--- src/rtl/uart_pkg.sv ---
// Shared types for the UART transmitter: line parity modes and the framing FSM states.
package uart_pkg;

    typedef enum logic [1:0] {
        PAR_NONE = 2'b00,
        PAR_EVEN = 2'b01,
        PAR_ODD  = 2'b10
    } parity_mode_e;

    typedef enum logic [2:0] {
        ST_IDLE   = 3'd0,
        ST_START  = 3'd1,
        ST_DATA   = 3'd2,
        ST_PARITY = 3'd3,
        ST_STOP   = 3'd4
    } tx_state_e;

    // The reserved encoding 2'b11 falls back to no parity.
    function automatic parity_mode_e decode_parity(input logic [1:0] mode);
        case (mode)
            2'b01:   return PAR_EVEN;
            2'b10:   return PAR_ODD;
            default: return PAR_NONE;
        endcase
    endfunction

endpackage

--- src/rtl/sync_fifo.sv ---
// Single-clock FIFO with register storage, combinational read of the head entry.
module sync_fifo #(
    parameter int WIDTH = 8,
    parameter int DEPTH = 8,
    localparam int AW = $clog2(DEPTH),
    localparam int LW = AW + 1
) (
    input  logic             clk_i,
    input  logic             rst_ni,
    input  logic             push_i,
    input  logic [WIDTH-1:0] wdata_i,
    input  logic             pop_i,
    output logic [WIDTH-1:0] rdata_o,
    output logic             full_o,
    output logic             empty_o,
    output logic [LW-1:0]    level_o
);

    logic [WIDTH-1:0] mem_q [DEPTH];
    logic [AW-1:0]    wr_ptr_q;
    logic [AW-1:0]    rd_ptr_q;
    logic [LW-1:0]    level_q;
    logic [LW-1:0]    level_d;
    logic             do_push;
    logic             do_pop;

    assign full_o  = (level_q == LW'(DEPTH));
    assign empty_o = (level_q == '0);
    assign do_push = push_i && !full_o;
    assign do_pop  = pop_i && !empty_o;
    assign rdata_o = mem_q[rd_ptr_q];
    assign level_o = level_q;

    always_comb begin
        level_d = level_q;
        case ({do_push, do_pop})
            2'b10:   level_d = level_q + 1'b1;
            2'b01:   level_d = level_q - 1'b1;
            default: level_d = level_q;
        endcase
    end

    // DEPTH is a power of two, so the pointers wrap naturally.
    always_ff @(posedge clk_i or negedge rst_ni) begin
        if (!rst_ni) begin
            wr_ptr_q <= '0;
            rd_ptr_q <= '0;
            level_q  <= '0;
        end else begin
            if (do_push) wr_ptr_q <= wr_ptr_q + 1'b1;
            if (do_pop)  rd_ptr_q <= rd_ptr_q + 1'b1;
            level_q <= level_d;
        end
    end

    always_ff @(posedge clk_i) begin
        if (do_push) mem_q[wr_ptr_q] <= wdata_i;
    end

endmodule

--- src/rtl/uart_tx_fifo.sv ---
// UART transmitter fed by a FIFO; framing options are captured per frame at pop time.
module uart_tx_fifo
    import uart_pkg::*;
#(
    parameter int CLK_HZ     = 12_000_000,
    parameter int BAUD       = 115_200,
    parameter int DATA_BITS  = 8,
    parameter int FIFO_DEPTH = 8,
    localparam int LVL_W     = $clog2(FIFO_DEPTH) + 1
) (
    input  logic                 clk,
    input  logic                 resetn,
    input  logic [DATA_BITS-1:0] tx_data,
    input  logic                 tx_valid,
    output logic                 tx_ready,
    input  logic [1:0]           parity_mode,
    input  logic                 two_stop,
    output logic [LVL_W-1:0]     fifo_level,
    output logic                 busy,
    output logic                 uart_txd,
    output tx_state_e            dbg_state
);

    localparam int CLKS_PER_BIT           = CLK_HZ / BAUD;
    localparam int CNT_W                  = (CLKS_PER_BIT > 1) ? $clog2(CLKS_PER_BIT) : 1;
    localparam logic [CNT_W-1:0] CNT_LAST = CNT_W'(CLKS_PER_BIT - 1);
    localparam logic [2:0] IDX_LAST       = 3'(DATA_BITS - 1);

    logic [DATA_BITS-1:0] fifo_rdata;
    logic                 fifo_full;
    logic                 fifo_empty;
    logic                 pop;
    logic                 bit_end;
    parity_mode_e         mode;

    tx_state_e            state_q;
    logic [CNT_W-1:0]     baud_cnt_q;
    logic [2:0]           bit_idx_q;
    logic [DATA_BITS-1:0] shift_q;
    logic                 par_en_q;
    logic                 par_bit_q;
    logic                 two_stop_q;
    logic                 stop2_q;
    logic                 txd_q;

    sync_fifo #(
        .WIDTH (DATA_BITS),
        .DEPTH (FIFO_DEPTH)
    ) u_fifo (
        .clk_i   (clk),
        .rst_ni  (resetn),
        .push_i  (tx_valid),
        .wdata_i (tx_data),
        .pop_i   (pop),
        .rdata_o (fifo_rdata),
        .full_o  (fifo_full),
        .empty_o (fifo_empty),
        .level_o (fifo_level)
    );

    assign mode       = decode_parity(parity_mode);
    assign pop        = (state_q == ST_IDLE) && !fifo_empty;
    assign bit_end    = (baud_cnt_q == CNT_LAST);
    assign tx_ready   = !fifo_full;
    assign busy       = (state_q != ST_IDLE) || !fifo_empty;
    assign uart_txd   = txd_q;
    assign dbg_state  = state_q;

    always_ff @(posedge clk or negedge resetn) begin
        if (!resetn) begin
            state_q    <= ST_IDLE;
            baud_cnt_q <= '0;
            bit_idx_q  <= '0;
            shift_q    <= '0;
            par_en_q   <= 1'b0;
            par_bit_q  <= 1'b0;
            two_stop_q <= 1'b0;
            stop2_q    <= 1'b0;
            txd_q      <= 1'b1;
        end else begin
            if (state_q != ST_IDLE) begin
                baud_cnt_q <= bit_end ? '0 : baud_cnt_q + 1'b1;
            end
            case (state_q)
                ST_IDLE: begin
                    txd_q      <= 1'b1;
                    baud_cnt_q <= '0;
                    // Data and framing options are frozen here so later input changes
                    // cannot disturb a frame already on the line.
                    if (pop) begin
                        state_q    <= ST_START;
                        txd_q      <= 1'b0;
                        shift_q    <= fifo_rdata;
                        par_en_q   <= (mode != PAR_NONE);
                        par_bit_q  <= (^fifo_rdata) ^ (mode == PAR_ODD);
                        two_stop_q <= two_stop;
                        stop2_q    <= 1'b0;
                    end
                end
                ST_START: begin
                    if (bit_end) begin
                        state_q   <= ST_DATA;
                        txd_q     <= shift_q[0];
                        shift_q   <= shift_q >> 1;
                        bit_idx_q <= '0;
                    end
                end
                ST_DATA: begin
                    if (bit_end) begin
                        if (bit_idx_q == IDX_LAST) begin
                            state_q <= par_en_q ? ST_PARITY : ST_STOP;
                            txd_q   <= par_en_q ? par_bit_q : 1'b1;
                        end else begin
                            bit_idx_q <= bit_idx_q + 1'b1;
                            txd_q     <= shift_q[0];
                            shift_q   <= shift_q >> 1;
                        end
                    end
                end
                ST_PARITY: begin
                    if (bit_end) begin
                        state_q <= ST_STOP;
                        txd_q   <= 1'b1;
                    end
                end
                ST_STOP: begin
                    txd_q <= 1'b1;
                    if (bit_end) begin
                        if (two_stop_q && !stop2_q) begin
                            stop2_q <= 1'b1;
                        end else begin
                            state_q <= ST_IDLE;
                        end
                    end
                end
                default: begin
                    state_q <= ST_IDLE;
                    txd_q   <= 1'b1;
                end
            endcase
        end
    end

endmodule
--- config.mk ---
export PLATFORM = sky130hd
export DESIGN_NAME = uart_tx_fifo
export DESIGN_NICKNAME = d
export VERILOG_FILES = /design/src/rtl/uart_pkg.sv /design/src/rtl/sync_fifo.sv /design/src/rtl/uart_tx_fifo.sv
export SDC_FILE = /design/constraint.sdc
export NUM_CORES = 1
export LEC_CHECK = 0
export ABC_AREA = 0
export BUFFER_PORTS_ARGS = -buffer_cell sky130_fd_sc_hd__buf_2
export CAP_MARGIN = 20
export CORE_MARGIN = 4
export CORE_UTILIZATION = 50
export DETAILED_ROUTE_END_ITERATION = 6
export GPL_TIMING_DRIVEN = 0
export PLACE_DENSITY_LB_ADDON = 0.25
export SETUP_SLACK_MARGIN = 0.02
export SKIP_LAST_GASP = 1
export SLEW_MARGIN = 10
export SYNTH_ARGS = -nofsm -noshare
export SYNTH_HDL_FRONTEND = slang
export SYNTH_HIERARCHICAL = 1
export SYNTH_SLANG_ARGS = --single-unit
export TNS_END_PERCENT = 5
--- constraint.sdc ---
create_clock -name clk -period 4.05 [get_ports clk]
set_input_delay 0.2025 -clock clk [delete_from_list [all_inputs] [get_ports clk]]
set_output_delay 0.2025 -clock clk [all_outputs]
set_load 0.01 [all_outputs]
After elaboration in Yosys (flattened, before gate mapping)
Memory sizes are Yosys's and may differ from the RTL's. Index checks and enable logic that the tools add are counted. W data, S select, Z words.

Register bits: 36. Bits in writable memories: 64. Output and inout port bits: 10. Word-level logic and storage cells: 101. Memories: 1.

Memory list: u_fifo.mem_q (words 8, width 8, read ports 1, clocked after Yosys merged registers in 0, write ports 1, RTL line sync_fifo.sv:19) `logic [WIDTH-1:0] mem_q [DEPTH];`.

Add/sub/neg operators: 6. Equal/unequal tests: 21. Multiplexer cells: 36. Bitwise operators: 1. Reduce and logical (&&, ||, !) cells: 24.

Operators with widths (count): $mux W3 (11); $mux W8 (4); $pmux W8 S3 (1); $mux W7 (3); $ne A2 B2 Y1 const B (8); $pmux W3 S5 (1); $mux W1 (11); $reduce_bool A2 Y1 (5); $add A3 B1 Y3 const B (3); $pmux W4 S2 (1); $reduce_and A4 Y1 (2); $reduce_xor A8 Y1 (1); $add A7 B1 Y7 const B (1); $eq A7 B7 Y1 const B (1); $reduce_and A7 Y1 (1); $eq A2 B2 Y1 const B (3); $eq A3 B2 Y1 const B (2); $eq A3 B3 Y1 const B (2); $pmux W3 S2 (1); $reduce_bool A3 Y1 (2); $reduce_and A5 Y1 (1); $add A4 B1 Y4 const B (1); $eq A2 B1 Y1 const B (2); $eq A4 B4 Y1 const B (1); other kinds (14) (19).

Depth between registers and ports, before layout
Gate-level depths: netlist of the first run.

Word-level depth: 6. Depth in mapped cells: 10.

Hierarchy
Netlist of the first run, hierarchy kept.

Modules (own cells, without submodules): sync_fifo (instances 1, cells an instance 160, area each 3124.2 µm²); uart_tx_fifo (instances 1, cells an instance 140, area each 1506.4 µm²).

Worst setup path before layout of the first run
Ideal clock, no wire load.

Path type: register -> register. Start point: reg u_fifo.level_q[0] (netlist: u_fifo/level_o[0]). End point: reg u_fifo.level_q[3] (netlist: u_fifo/level_o[3]). Arrival time: 2997 ps. Required time: 3916 ps. Path slack: 919 ps. Stages on the path, launching flop included: 10. Period minus slack after synthesis: 3131 ps. Cell sequence: dfrtp_1 -> nor4_1 -> nor2_4 -> o41ai_1 -> inv_1 -> ha_1 -> ha_1 -> or4b_2 -> o311ai_0 -> o211ai_1.

Word-level cells in the longest chain between the ends: 6. Elaborated cells on any way between the ends: 13. Classes of those cells: 2 x add/sub; 3 x eq/ne; 1 x mux; 7 x reduce/logical.

RTL lines: start, declared (RTL line sync_fifo.sv:22) `logic [LW-1:0] level_q;`; start signal, assigned (RTL line sync_fifo.sv:52) `level_q <= level_d;`; $logic_not A4 Y1 * (RTL line sync_fifo.sv:28) `assign empty_o = (level_q == '0);`; named net fifo_empty (RTL line uart_tx_fifo.sv:31) `logic fifo_empty;`; $logic_not A1 Y1 * (RTL line uart_tx_fifo.sv:62) `assign pop = (state_q == ST_IDLE) && !fifo_empty;`; $logic_and A1 B1 Y1 * (RTL line uart_tx_fifo.sv:62); named net pop (RTL line uart_tx_fifo.sv:32) `logic pop;`; $logic_and A1 B1 Y1 * (RTL line sync_fifo.sv:30) `assign do_pop = pop_i && !empty_o;`; named net u_fifo.do_pop (RTL line sync_fifo.sv:25) `logic do_pop;`; $eq A2 B1 Y1 / $eq A2 B2 Y1 (equally long branches) (RTL line sync_fifo.sv:36) `case ({do_push, do_pop})`; $pmux W4 S2 / $reduce_bool A2 Y1 (equally long branches).

Mark *: on every way through the listed nets, which the timed path passes. The rest lies on a longest branch. A chain may end at the register's enable or synchronous reset.

Worst setup path in the final report of the first run
Ends and elaborated chain as after synthesis.

==> metrics.txt, run 1 <==
Tot GR Track Use=0.157; GR Layer Usage met2=0.250; Post-Syn Area=0.00463 mm2; Max clock buf depth=2; root cell of the clock tree=clkbuf_8; period utilization=0.899; final setup TNS=0 ns; net switching power=0.000648 W; most common cell in the netlist=edfxtp_1; Mapped Nets=325; Hold Violations, Final=0; largest net degree at the start of global routing=37; Yosys cell types=51; fmax=275 MHz; H-tree Lvls=3; Worst Path Arrival=3.86 ns; Max Slew Vio Count=0; final setup fails=0; FF+latch count, synth=100; status=finished, final reports clean; CTS tree=done; DRC=0; CTS Buf Count=9; initial DRC count=119; FF-to-FF setup slack=0.41 ns; Worst Hold Class=input port to flop; Synth top area share=0.415; starting density of the core=0.523; number of enable flip-flop cells after synthesis=64; row cnt=34; Multi-input gate area=0.00170 mm2; detailed-route via count=2,531; Avg Vias per Cell=5.65; die width=104 um; power density of the placed cells=447 mW/mm2; Yosys warning count=6; first-pass GRT wire length=13.2 mm; Synth async-reset ratio=0.360; gr ovfl total=0; Die Y=104 um; Comb pwr share=0.160; GRT busiest layer=met2; Post-Place Setup Slack=0.412 ns; Final HPWL DP=5.46 mm; Detail Route Antenna Nets=0; Clk pwr share=0.266; post-CTS setup buffer count=0; switching portion of total power=0.285; Port Buffers=23; initial antenna violation count=0; Routed WL per cell=17.8 um; cell taking the most area after synthesis=edfxtp_1; path depth of the worst reg2reg path=9; met3 usage=0.0329; CP dominant cell by count=ha_1; vias in the first global route=2,513; Pint=0.00163 W; final std cells w/o fill=448; number of fill cells=694; total core area=0.00885 mm2; Reg power frac=0.574; CTS resizes=0; Seq/Total Area, Yosys=0.610; Leak=1.96 nW; worst vdd ir=0.287 mV; max_slew headroom=0.287; Clock Skews=0.0151 ns; Final WS setup=0.410 ns; fin nets=360; critical-path cell list=nor4_1 > nor2_4 > o41ai_1 > inv_1 > ha_1 > ha_1 > or4b_2 > o311ai_0 > o211ai_1; CP peak stage delay=0.93 ns; most instantiated cells after synthesis=64 x edfxtp_1, 35 x dfrtp_1, 29 x mux2_2; routed wire length=7.96 mm; Critical Path Sink Type=flop; Worst-path clk slew=0.10 ns; Placer Congestion=0.794; critical path required time=4.27 ns; min Tclk post-route=3.64 ns; Worst Path Buf+Inv=1; Seq. cell area=0.00282 mm2; Worst-Margin Slew=1.06 ns; first-pass detailed-route iteration total=4; predominant post-synthesis flop cell=edfxtp_1; RSZ-0062 raised after global routing=false; critical path class=flop to flop; placed cells=431; syn avg cell area=15.4 um2; R2R Path Start=u_fifo/level_o[0]$_DFFE_PN0P_; worst r2r dst=u_fifo/level_o[3]$_DFFE_PN0P_; Max-cap violations=0; met1 usage=0.218; Synth Instances=300; CP startpoint kind=flop; HP Start=two_stop; Hold Slack=0.0726 ns; full die area=0.0109 mm2; Clock Latency Late Sink=0.36 ns; Area Overhead vs Synth=9.92%; Crit path max-delay family=simple AND/OR/NAND/NOR gates; WHS Path Cells=2; hold worst-path end=two_stop_q$_DFFE_PN0P_; CP max stage cell=nor4_1; I/O Pins=24; CTS Sinks=100; Area contributors post-synth=edfxtp_1 42%, dfrtp_1 19%, mux4_1 9.1%, mux2_2 7.1%, ha_1 2.7%; crit-path max FO=9; share of layout cells above drive strength 1=0.250; antenna fix cells=0; hold_buf cts=1
## routing by layer
| metal | part of all wire | vias up | wire (um) |
|---|---|---|---|
| met5 | 0 | - | 0 |
| met1 | 0.48 | 1269 | 3790 |
| met4 | 0.012 | 0 | 97 |
| li1 | - | 1220 | - |
| met2 | 0.49 | 31 | 3870 |
| met3 | 0.026 | 11 | 204 |
## worst reg2reg max path, stage by stage (launching register included)
cell	delay (ns)
dfrtp_1	0.48
nor4_1	0.93
nor2_4	0.14
o41ai_1	0.18
inv_1	0.17
ha_1	0.32
ha_1	0.38
or4b_2	0.65
o311ai_0	0.13
o211ai_1	0.14
## kinds of logic (layout without fill, tap and decap cells)
family / after synthesis / after routing / share of synthesized area
simple gates: 71 / 71 / 0.0840
mux: 48 / 48 / 0.168
buf+inv: 23 / 63 / 0.0251
compound gates: 30 / 30 / 0.0467
xor+xnor: 17 / 17 / 0.0351
flops: 100 / 100 / 0.610
fa+ha+maj: 11 / 11 / 0.0313
## flip-flops by register name, indices dropped and copies added (netlist names), 3 cells and up
signal and flops:
u_fifo/level_o 4, baud_cnt_q 7, dbg_state 3, u_fifo/mem_q 64, bit_idx_q 3, u_fifo/wr_ptr_q 3
shift_q 8, u_fifo/rd_ptr_q 3
## placed cells by master (no fill, tap or decap), types with 4 or more instances in the layout
cell	count
nand3_1	6
xor2_1	4
edfxtp_1	64
xnor2_1	12
and3_1	4
ha_1	10
nor3b_1	4
a21oi_1	8
buf_2	27
o21ai_0	4
nand2b_1	6
inv_1	13
mux4_1	16
mux2_2	29
inv_8	4
nand2_1	14
dfrtp_1	35
clkbuf_8	9
nor2_1	19
## through the flow
stage / power, W / util / area (um2)
global placement: 0.00167 / 0.552 / 4880
global route: 0.00240 / 0.575 / 5090
floorplan: 0.00156 / - / 4630
detailed placement: 0.00170 / 0.553 / 4890
CTS: 0.00231 / 0.575 / 5090
finish: 0.00227 / 0.575 / 5090
## how the worst max path moves through the flow
stage,start,end,slack [ns],depth (start not counted)
after floorplan,u_fifo/level_o[0]$_DFFE_PN0P_,u_fifo/level_o[3]$_DFFE_PN0P_,0.92,9
after global placement,u_fifo/level_o[0]$_DFFE_PN0P_,u_fifo/level_o[3]$_DFFE_PN0P_,0.42,9
after detailed placement,u_fifo/level_o[0]$_DFFE_PN0P_,u_fifo/level_o[3]$_DFFE_PN0P_,0.41,9
after CTS,u_fifo/level_o[0]$_DFFE_PN0P_,u_fifo/level_o[3]$_DFFE_PN0P_,0.40,9
after global routing,u_fifo/level_o[0]$_DFFE_PN0P_,u_fifo/level_o[3]$_DFFE_PN0P_,0.16,9
final,u_fifo/level_o[0]$_DFFE_PN0P_,u_fifo/level_o[3]$_DFFE_PN0P_,0.41,9
## power groups by stage
stage | Clock [W] | Combinational [W] | Sequential, W
CTS | 0.000627 | 0.000372 | 0.00131
detailed placement | 0 | 0.000370 | 0.00133
global route | 0.000671 | 0.000406 | 0.00132
floorplan | 0 | 0.000244 | 0.00131
global placement | 0 | 0.000351 | 0.00132
finish | 0.000604 | 0.000364 | 0.00131
## final cells by class
cell class	instances	area share
clock inverter	7	0.0128
buffer	10	0.0133
timing repair buffer	24	0.0246
clock buffer	9	0.0243
multi-input combinational	177	0.334
inverter	13	0.00959
tap	108	0.0265
sequential	100	0.555
No activity file was read; power rests on OpenSTA's default activity.
==> run 2, diff against run 1 <==
==> constraint.sdc (replaced) <==
create_clock -name clk -period 4.05 [get_ports clk]
set_input_delay 1.215 -clock clk [delete_from_list [all_inputs] [get_ports clk]]
set_output_delay 1.215 -clock clk [all_outputs]
set_load 0.01 [all_outputs]
==> run 2 against run 1 <==
- global-route usage hardly changed
- clock skew barely moved
- cell count fell by 0.22%
- first-iteration DRC count fell by 8.4%
- via count grew 0.83%
- combinational power hardly changed
- die area unchanged
- clock power about the same
- non-clock buffer count decreased by 1
- worst hold slack improved by 0.40 ns
- critical endpoint unchanged
- largest power group unchanged
==> metrics.txt, run 2 (same netlist as run 1, synthesis figures left out) <==
antenna fix cells=0 (unchanged); total core area=0.00885 mm2 (unchanged); max reg flops=64 (unchanged); Hold Violations, Final=0 (unchanged); Max Slew Vio Count=0 (unchanged); fin nets=359 (was 360); DRC=0 (unchanged); die width=104 um (unchanged); vias in the first global route=2,510 (was 2,513); Avg Vias per Cell=5.71 (was 5.65); CTS tree=done (unchanged); Area Overhead vs Synth=9.70% (was 9.92%); row cnt=34 (unchanged); Tot GR Track Use=0.157 (about the same); initial antenna violation count=0 (unchanged); Design Area, Final=0.00508 mm2 (was 0.00509 mm2); Multi-input gate area=0.00170 mm2 (unchanged); final setup fails=0 (unchanged); largest register by flop count=u_fifo/mem_q (unchanged); Port Buffers=23 (unchanged); period utilization=0.897 (was 0.899); largest net degree at the start of global routing=37 (unchanged); worst vdd ir=0.287 mV (about the same); detailed-route via count=2,552 (was 2,531); I/O Pins=24 (unchanged); final setup TNS=0 ns (unchanged); Critical Path Sink Type=flop (unchanged); gr ovfl total=0 (unchanged); hold_buf cts=0 (was 1); min Tclk post-route=3.63 ns (was 3.64 ns); Final WS setup=0.418 ns (was 0.410 ns); root cell of the clock tree=clkbuf_8 (unchanged); Final HPWL DP=5.46 mm (unchanged); Worst-path clk slew=0.10 ns (about the same); Routed WL per cell=17.8 um (about the same); CP startpoint kind=flop (unchanged); power density of the placed cells=448 mW/mm2 (was 447 mW/mm2); post-CTS setup buffer count=0 (unchanged); most common cell after layout, fill and taps aside=edfxtp_1 (unchanged); full die area=0.0109 mm2 (unchanged); Clock Latency Late Sink=0.36 ns (about the same); crit-path max FO=9 (unchanged); initial DRC count=109 (was 119); CTS Buf Count=9 (unchanged); first-pass detailed-route iteration total=4 (unchanged); Worst Path Arrival=3.86 ns (about the same); leading registers by flop count=u_fifo/mem_q x64, shift_q x8, baud_cnt_q x7 (unchanged); Die Y=104 um (unchanged); Worst-Margin Slew=1.06 ns (about the same); Max clock buf depth=2 (unchanged); first-pass GRT wire length=13.2 mm (about the same); commonest cells after routing, fill and taps aside=64 x edfxtp_1, 35 x dfrtp_1, 29 x mux2_2 (unchanged); routed wire length=7.97 mm (was 7.96 mm); share of layout cells above drive strength 1=0.251 (was 0.250); CTS Sinks=100 (unchanged); starting density of the core=0.523 (unchanged); CTS resizes=0 (unchanged); number of fill cells=695 (was 694); max_slew headroom=0.287 (unchanged); H-tree Lvls=3 (unchanged); Placer Congestion=0.794 (unchanged); Post-Place Setup Slack=0.412 ns (unchanged); fmax=275 MHz (about the same); status=finished, final reports clean (unchanged); Seq. cell area=0.00282 mm2 (unchanged); critical path required time=4.27 ns (about the same); Clock Skews=0.0154 ns (was 0.0151 ns); Detail Route Antenna Nets=0 (unchanged); Post-DP Area=0.00489 mm2 (unchanged); RSZ-0062 raised after global routing=false (unchanged); Max-cap violations=0 (unchanged); Worst Hold Class=flop to flop (was input port to flop); Leak=1.96 nW (about the same); critical path class=flop to flop (unchanged)
[run 2: changes by cell type in the layout (fill, tap and decap cells not counted), sizes merged]
cell,change
dlygate4sd3,-1
[run 2: critical path, cell delays in order (launching register included)]
cell	delay, ns
dfrtp_1	0.48
nor4_1	0.93
nor2_4	0.14
o41ai_1	0.18
inv_1	0.17
ha_1	0.32
ha_1	0.37
or4b_2	0.65
o311ai_0	0.13
o211ai_1	0.14
[run 2: area by class of cell]
class | count | area share
clock buffer | 9 | 0.0244
tap | 108 | 0.0266
timing repair buffer | 23 | 0.0227
inverter | 13 | 0.00961
multi-input combinational | 177 | 0.335
sequential | 100 | 0.556
buffer | 10 | 0.0133
clock inverter | 7 | 0.0128
[run 2: final timing paths]
check / start / end / slack (ns) / cells after the start
setup / recovery: u_fifo/level_o[0]$_DFFE_PN0P_ / u_fifo/level_o[3]$_DFFE_PN0P_ / 0.42 / 9
hold / removal: baud_cnt_q[0]$_DFF_PN0_ / baud_cnt_q[0]$_DFF_PN0_ / 0.47 / 1
setup reg to reg: u_fifo/level_o[0]$_DFFE_PN0P_ / u_fifo/level_o[3]$_DFFE_PN0P_ / 0.42 / 9
hold reg to reg: baud_cnt_q[0]$_DFF_PN0_ / baud_cnt_q[0]$_DFF_PN0_ / 0.47 / 1
max in group asynchronous: resetn / u_fifo/level_o[2]$_DFFE_PN0P_ / 2.60 / 1
min in group asynchronous: resetn / shift_q[7]$_DFFE_PN0P_ / 0.93 / 1
[run 2: stage by stage]
step	hold WS, ns	cells	total power [W]	utilization
global placement	0.460	431	0.00167	0.552
CTS	0.475	447	0.00230	0.574
detailed placement	0.460	431	0.00170	0.553
global route	0.502	447	0.00240	0.574
finish	0.474	447	0.00227	0.574
floorplan	0.431	300	0.00156	-
[run 2: per-layer routing]
layer	part of all wire	GRT usage	routed length, um
met5	0	0	0
met4	0.012	0.0513	97
met2	0.49	0.250	3900
met3	0.022	0.0329	177
met1	0.48	0.218	3800
[run 2: power breakdown]
group          switching [W]  total (W)  internal (W)  leakage [nW]
registers          0.0000796    0.00131       0.00123          1.02
logic               0.000206   0.000363      0.000158         0.840
clock network       0.000364   0.000605      0.000241        0.0952
